**src/rtl/victim_cache_pkg.sv**
```systemverilog
// Shared cache definitions: line/entry structs, victim-cache FSM states and address helpers.
package cache_def;

  localparam int ADDR_W             = 32;
  localparam int LINE_W             = 128;
  localparam int OFFSET_W           = 4;
  localparam int TAG_W              = ADDR_W - OFFSET_W;
  localparam int VC_ENTRIES_DEFAULT = 4;

  typedef struct packed {
    logic              valid;
    logic              dirty;
    logic [ADDR_W-1:0] addr;
    logic [LINE_W-1:0] data;
  } evict_data_type;

  typedef struct packed {
    logic              valid;
    logic              dirty;
    logic [TAG_W-1:0]  tag;
    logic [LINE_W-1:0] data;
  } vc_entry_type;

  typedef enum logic {
    VC_IDLE = 1'b0,
    VC_SWAP = 1'b1
  } vc_state_type;

  // Stored tags drop the line offset; outgoing addresses put it back as zero.
  function automatic logic [ADDR_W-1:0] line_addr(input logic [TAG_W-1:0] tag);
    return {tag, {OFFSET_W{1'b0}}};
  endfunction

endpackage

```
**src/rtl/victim_cache_match_encoder.sv**
```systemverilog
// Combinational tag compare across all victim entries: hit flag/index and lowest free index.
module vc_match_encoder
  import cache_def::*;
#(
  parameter int N = VC_ENTRIES_DEFAULT
) (
  input  vc_entry_type           entries_i [N],
  input  logic [TAG_W-1:0]       tag_i,
  output logic                   hit_o,
  output logic [$clog2(N)-1:0]   hit_idx_o,
  output logic                   free_o,
  output logic [$clog2(N)-1:0]   free_idx_o
);

  always_comb begin
    // NOTE: every output gets a default before the loop, otherwise a path with no
    // match would hold the previous value and synthesis would infer a latch.
    hit_o      = 1'b0;
    hit_idx_o  = '0;
    free_o     = 1'b0;
    free_idx_o = '0;
    // Scan downwards so the lowest matching/free index is the one left standing.
    for (int i = N - 1; i >= 0; i--) begin
      if (entries_i[i].valid && (entries_i[i].tag == tag_i)) begin
        hit_o     = 1'b1;
        hit_idx_o = ($clog2(N))'(i);
      end
      if (!entries_i[i].valid) begin
        free_o     = 1'b1;
        free_idx_o = ($clog2(N))'(i);
      end
    end
  end

endmodule

```
**src/rtl/victim_cache.sv**
```systemverilog
// Fully-associative victim buffer with swap-on-hit and a one-entry dirty writeback buffer.
// Optional hit/miss counters are built when VICTIM_CACHE_STATS_EN is defined.
module victim_cache
  import cache_def::*;
#(
  parameter int VC_ENTRIES = VC_ENTRIES_DEFAULT
) (
  input  logic                clk_i,
  input  logic                rst_i,
  input  logic                lookup_valid_i,
  input  logic [ADDR_W-1:0]   lookup_addr_i,
  output logic                vc_miss_o,
  output evict_data_type      swap_o,
  input  evict_data_type      evict_i,
  output logic                busy_o,
  output logic                wb_valid_o,
  input  logic                wb_ready_i,
  output logic [ADDR_W-1:0]   wb_addr_o,
  output logic [LINE_W-1:0]   wb_data_o,
  output logic [31:0]         no_vc_hit_o,
  output logic [31:0]         no_vc_miss_o
);

  localparam int RR_W = $clog2(VC_ENTRIES);

  vc_entry_type   entries_q [VC_ENTRIES];
  vc_entry_type   entries_d [VC_ENTRIES];
  vc_entry_type   wb_q, wb_d;
  evict_data_type swap_q, swap_d;
  vc_state_type   state_q, state_d;
  logic [RR_W-1:0] rr_q, rr_d;

  logic [TAG_W-1:0] lookup_tag, insert_tag;
  logic             lk_hit, ins_hit, free_found, ins_free_unused;
  logic [RR_W-1:0]  lk_idx, ins_idx, free_idx, ins_free_idx_unused;
  logic             lookup_active, entry_hit, wb_hit, wb_drain, insert_en;
  vc_entry_type     new_entry;

  assign lookup_tag = lookup_addr_i[ADDR_W-1:OFFSET_W];
  assign insert_tag = evict_i.addr[ADDR_W-1:OFFSET_W];

  vc_match_encoder #(.N(VC_ENTRIES)) u_lookup_match (
    .entries_i  (entries_q),
    .tag_i      (lookup_tag),
    .hit_o      (lk_hit),
    .hit_idx_o  (lk_idx),
    .free_o     (free_found),
    .free_idx_o (free_idx)
  );

  vc_match_encoder #(.N(VC_ENTRIES)) u_insert_match (
    .entries_i  (entries_q),
    .tag_i      (insert_tag),
    .hit_o      (ins_hit),
    .hit_idx_o  (ins_idx),
    .free_o     (ins_free_unused),
    .free_idx_o (ins_free_idx_unused)
  );

  assign lookup_active = lookup_valid_i && (state_q == VC_IDLE);
  assign entry_hit     = lookup_active && lk_hit;
  // The writeback buffer is only consulted when no entry matches.
  assign wb_hit        = lookup_active && !lk_hit && wb_q.valid && (wb_q.tag == lookup_tag);
  assign vc_miss_o     = lookup_active && !lk_hit && !wb_hit;
  assign wb_drain      = wb_q.valid && wb_ready_i;
  assign busy_o        = wb_q.valid && !free_found && entries_q[rr_q].dirty && !wb_ready_i;
  assign insert_en     = evict_i.valid && !busy_o;

  assign new_entry = '{valid: 1'b1, dirty: evict_i.dirty, tag: insert_tag, data: evict_i.data};

  always_comb begin
    entries_d = entries_q;
    wb_d      = wb_q;
    swap_d    = '0;
    state_d   = VC_IDLE;
    rr_d      = rr_q;

    if (wb_drain) wb_d.valid = 1'b0;

    if (entry_hit) begin
      swap_d = '{valid: 1'b1, dirty: entries_q[lk_idx].dirty,
                 addr: line_addr(entries_q[lk_idx].tag), data: entries_q[lk_idx].data};
      entries_d[lk_idx].valid = 1'b0;
      entries_d[lk_idx].dirty = 1'b0;
      state_d = VC_SWAP;
    end else if (wb_hit) begin
      swap_d = '{valid: 1'b1, dirty: 1'b1, addr: line_addr(wb_q.tag), data: wb_q.data};
      wb_d.valid = 1'b0;
      state_d = VC_SWAP;
    end

    // Insert is applied after the hit clear, so a same-edge hit on the same
    // entry returns the old line and the entry then holds the new one.
    if (insert_en) begin
      if (ins_hit) begin
        entries_d[ins_idx]       = new_entry;
        entries_d[ins_idx].dirty = entries_q[ins_idx].dirty | evict_i.dirty;
      end else if (free_found) begin
        entries_d[free_idx] = new_entry;
      end else begin
        if (entries_q[rr_q].dirty) wb_d = entries_q[rr_q];
        entries_d[rr_q] = new_entry;
        rr_d = rr_q + 1'b1;
      end
    end
  end

  always_ff @(posedge clk_i or posedge rst_i) begin
    if (rst_i) begin
      state_q <= VC_IDLE;
      rr_q    <= '0;
      swap_q  <= '0;
      wb_q    <= '0;
      // NOTE: the whole entry array is reset, not just valid/dirty; it is only a
      // handful of lines and it keeps swap/writeback data free of X after reset.
      for (int i = 0; i < VC_ENTRIES; i++) entries_q[i] <= '0;
    end else begin
      // NOTE: non-blocking assignments here so every flop samples the values
      // computed from the previous state, independent of statement order.
      state_q   <= state_d;
      rr_q      <= rr_d;
      swap_q    <= swap_d;
      wb_q      <= wb_d;
      entries_q <= entries_d;
    end
  end

  assign swap_o     = swap_q;
  assign wb_valid_o = wb_q.valid;
  assign wb_addr_o  = line_addr(wb_q.tag);
  assign wb_data_o  = wb_q.data;

`ifdef VICTIM_CACHE_STATS_EN
  logic [31:0] hit_cnt_q, hit_cnt_d, miss_cnt_q, miss_cnt_d;

  always_comb begin
    hit_cnt_d  = hit_cnt_q + {31'd0, (entry_hit || wb_hit)};
    miss_cnt_d = miss_cnt_q + {31'd0, vc_miss_o};
  end

  always_ff @(posedge clk_i or posedge rst_i) begin
    if (rst_i) begin
      hit_cnt_q  <= '0;
      miss_cnt_q <= '0;
    end else begin
      hit_cnt_q  <= hit_cnt_d;
      miss_cnt_q <= miss_cnt_d;
    end
  end

  assign no_vc_hit_o  = hit_cnt_q;
  assign no_vc_miss_o = miss_cnt_q;
`else
  assign no_vc_hit_o  = '0;
  assign no_vc_miss_o = '0;
`endif

  // Line-offset bits and the always-set writeback dirty flag carry no information.
  logic unused_bits;
  assign unused_bits = ^{lookup_addr_i[OFFSET_W-1:0], evict_i.addr[OFFSET_W-1:0], wb_q.dirty,
                         ins_free_unused, ins_free_idx_unused};

endmodule

```
**config.mk**
```make
export PLATFORM = sky130hd
export DESIGN_NAME = victim_cache
export DESIGN_NICKNAME = d
export VERILOG_FILES = /design/src/rtl/victim_cache_pkg.sv /design/src/rtl/victim_cache_match_encoder.sv /design/src/rtl/victim_cache.sv
export SDC_FILE = /design/constraint.sdc
export NUM_CORES = 2
export LEC_CHECK = 0
export BUFFER_PORTS_ARGS = -buffer_cell sky130_fd_sc_hd__buf_4
export CAP_MARGIN = 20
export CORE_AREA = 2 2 230 345
export CTS_BUF_LIST = sky130_fd_sc_hd__clkbuf_4 sky130_fd_sc_hd__clkbuf_8 sky130_fd_sc_hd__clkbuf_16
export DETAILED_ROUTE_END_ITERATION = 10
export DIE_AREA = 0 0 232 347
export PLACE_DENSITY = 0.87
export SETUP_SLACK_MARGIN = 0.02
export SYNTH_ARGS = -nofsm -noshare
export SYNTH_HDL_FRONTEND = slang
export SYNTH_HIERARCHICAL = 1
export SYNTH_SLANG_ARGS = --single-unit
```
**constraint.sdc**
```tcl
create_clock -name clk_i -period 50.9 [get_ports clk_i]
set_clock_uncertainty 0.05 [all_clocks]
set_input_delay 2.545 -clock clk_i [delete_from_list [all_inputs] [get_ports clk_i]]
set_output_delay 2.545 -clock clk_i [all_outputs]
set_load 0.03 [all_outputs]
```
==> metrics.txt <==
final worst path period need 8.675 ns; total number of vias 28.50k; status finished, final reports clean; final worst slack 42.23 ns; hpwl dp 79.95 mm; post-synthesis cell count 2930; DRT Wirelength 126.2 mm; critical path arrival 6.08 ns; chip height 347 microns; Worst setup EP type primary output; ratio of cells with drive above 1 in the final layout 0.5282; register area 0.02376 sq mm; setup total negative slack 0 ns; RePlAce Congestion 1.016; final net count 3553; first-pass iteration count of the detailed router 5; Post-Syn Area 0.04603 sq mm; Sink Count 949; Area Overhead vs Synth 15.82%; CP Cell Sequence buf_4 -> xor2_1 -> nor4_1 -> nand4_1 -> nor4_2 -> nand4b_1 -> or3b_1 -> nor4_1 -> nand4_1 -> nor4_4 -> buf_12 -> nor2_1 -> buf_4; endpoints failing hold 0; Avg WL per Cell 28.37 microns; CP max FO 160; io pins 587; core area 0.07742 sq mm; worst-margin pin slew 1.201 ns; Bufs and invs on worst path 3; Port Buffers 506; pre-CTS setup slack 42.16 ns; standard-cell rows 125; Antenna Nets Post-Route 0; Gate power share 0.418; Initial Util 0.5946; share of power burned in registers 0.390; via density per instance 6.408; first-pass GRT wire length 191.5 mm; Slowest cell on crit path buf_12; vias in the first global route 30.50k; final worst-path cycle share 0.1704; Tot GR Track Use 0.3186; H-tree depth 3; multi-input logic area 0.02097 sq mm; Clock Latency Late Sink 0.66 ns; yosys warns 6; Fillers 5128; final setup violation count 0; Worst slew margin 0.1992; die area 0.08050 sq mm; Final Max Slew Viols 0; FMAX 115.3 MHz; internal power 2.315 mW; Clock Power Share 0.192; Worst path max stage delay 0.67 ns; DRC viols 0; number of max-cap violations 0; nature of the critical path startpoint input port; CTS Root Buffer Type clkbuf_16; Leakage 22.89 nW; clk buf depth 3; Setup CP Type input port to primary output; CTS resizes 0; cts hold-fix bufs 0; Power Dens Cells 67.41 mW/mm^2; Net Sw Power 1.280 mW; grt ovf 0; First DRT Iteration DRCs 2001; setup repair bufs after CTS 0; Worst Hold Class flop to flop; RSZ-0062 raised after global routing false; CTS tree built; switching portion of total power 0.3560; Critical Path RT 48.31 ns; Avg Cell Area, Syn 15.71 sq um; initial antenna violation count 12; VDD IR-drop max 0.06538 mV; Die X 232 microns; TritonCTS Buffers 88; clock slew at reported path FFs 0.07 ns; critical path's top delay family simple AND/OR/NAND/NOR gates; largest net degree at the start of global routing 161
==> flip-flops by register name, summed over array words and instances, names as in the netlist <==
name / cells
entries_q: 632
state_q: 1
wb_data_o: 128
rr_q: 2
swap_o: 157
wb_valid_o: 1
wb_addr_o: 28
==> area by class of cell <==
class	count	share of cell area
Timing Repair Buffer	550	0.07885
Antenna cell	9	0.0004224
Clock buffer	127	0.04912
Tap cell	1016	0.02384
Inverter	7	0.0006336
Sequential cell	949	0.4456
Clock inverter	35	0.008284
Multi-Input combinational cell	1755	0.3933
==> metrics by stage <==
step           hold slack [ns]    util  instance area (sq um)  instances  total power, mW
3_5_place_dp            0.4545  0.6481                  50170       4274            2.897
5_1_grt                 0.4858  0.6887                  53320       4448            3.759
2_1_floorplan           0.4262       -                  46300       3001            2.457
3_3_place_gp            0.4350  0.6481                  50170       4274            2.824
6_report                0.4645  0.6887                  53320       4448            3.594
4_1_cts                 0.4650  0.6876                  53230       4436            3.599
==> layout by cell type, fill, tap and decap left out, types with 9 or more instances in the layout <==
master,instances
mux2_2,762
conb_1,72
clkbuf_16,89
mux4_2,315
mux2_1,19
xor2_1,57
nand4_1,49
nor4_1,21
dfrtp_1,947
xnor2_1,192
clkbuf_4,21
nor2_1,9
a22o_1,158
nand2_1,24
diode_2,9
clkinv_2,20
clkbuf_8,17
buf_4,544
==> final timing paths <==
kind                                        to  depth (start not counted)              from  slack, ns
worst max-delay path                 vc_miss_o                         13  lookup_addr_i[7]      42.23
min in group asynchronous       entries_q[599]                          2             rst_i       2.02
max in group asynchronous       entries_q[218]                          6             rst_i      44.91
worst max register to register  entries_q[283]                         12    entries_q[139]      44.53
worst min-delay path               swap_o[101]                          1    wb_data_o[101]       0.46
worst min register to register     swap_o[101]                          1    wb_data_o[101]       0.46
==> power by group through the flow <==
stage	clock, mW	combinational [mW]	sequential [mW]
finish	0.690	1.50	1.40
global route	0.732	1.58	1.45
CTS	0.700	1.50	1.40
detailed placement	0	1.49	1.41
global placement	0	1.45	1.37
floorplan	0	1.04	1.42
==> per-layer routing <==
layer  up-vias  track usage  share of wire  routed length, microns
met2      1249       0.5204           0.51                   63770
met4         6       0.1800          0.061                    7718
met3       333      0.08032          0.080                   10090
met5         -            0        0.00032                      41
li1      11760            -              -                       -
met1     15150       0.3863           0.35                   44560
(Power assumes the default switching activity.)
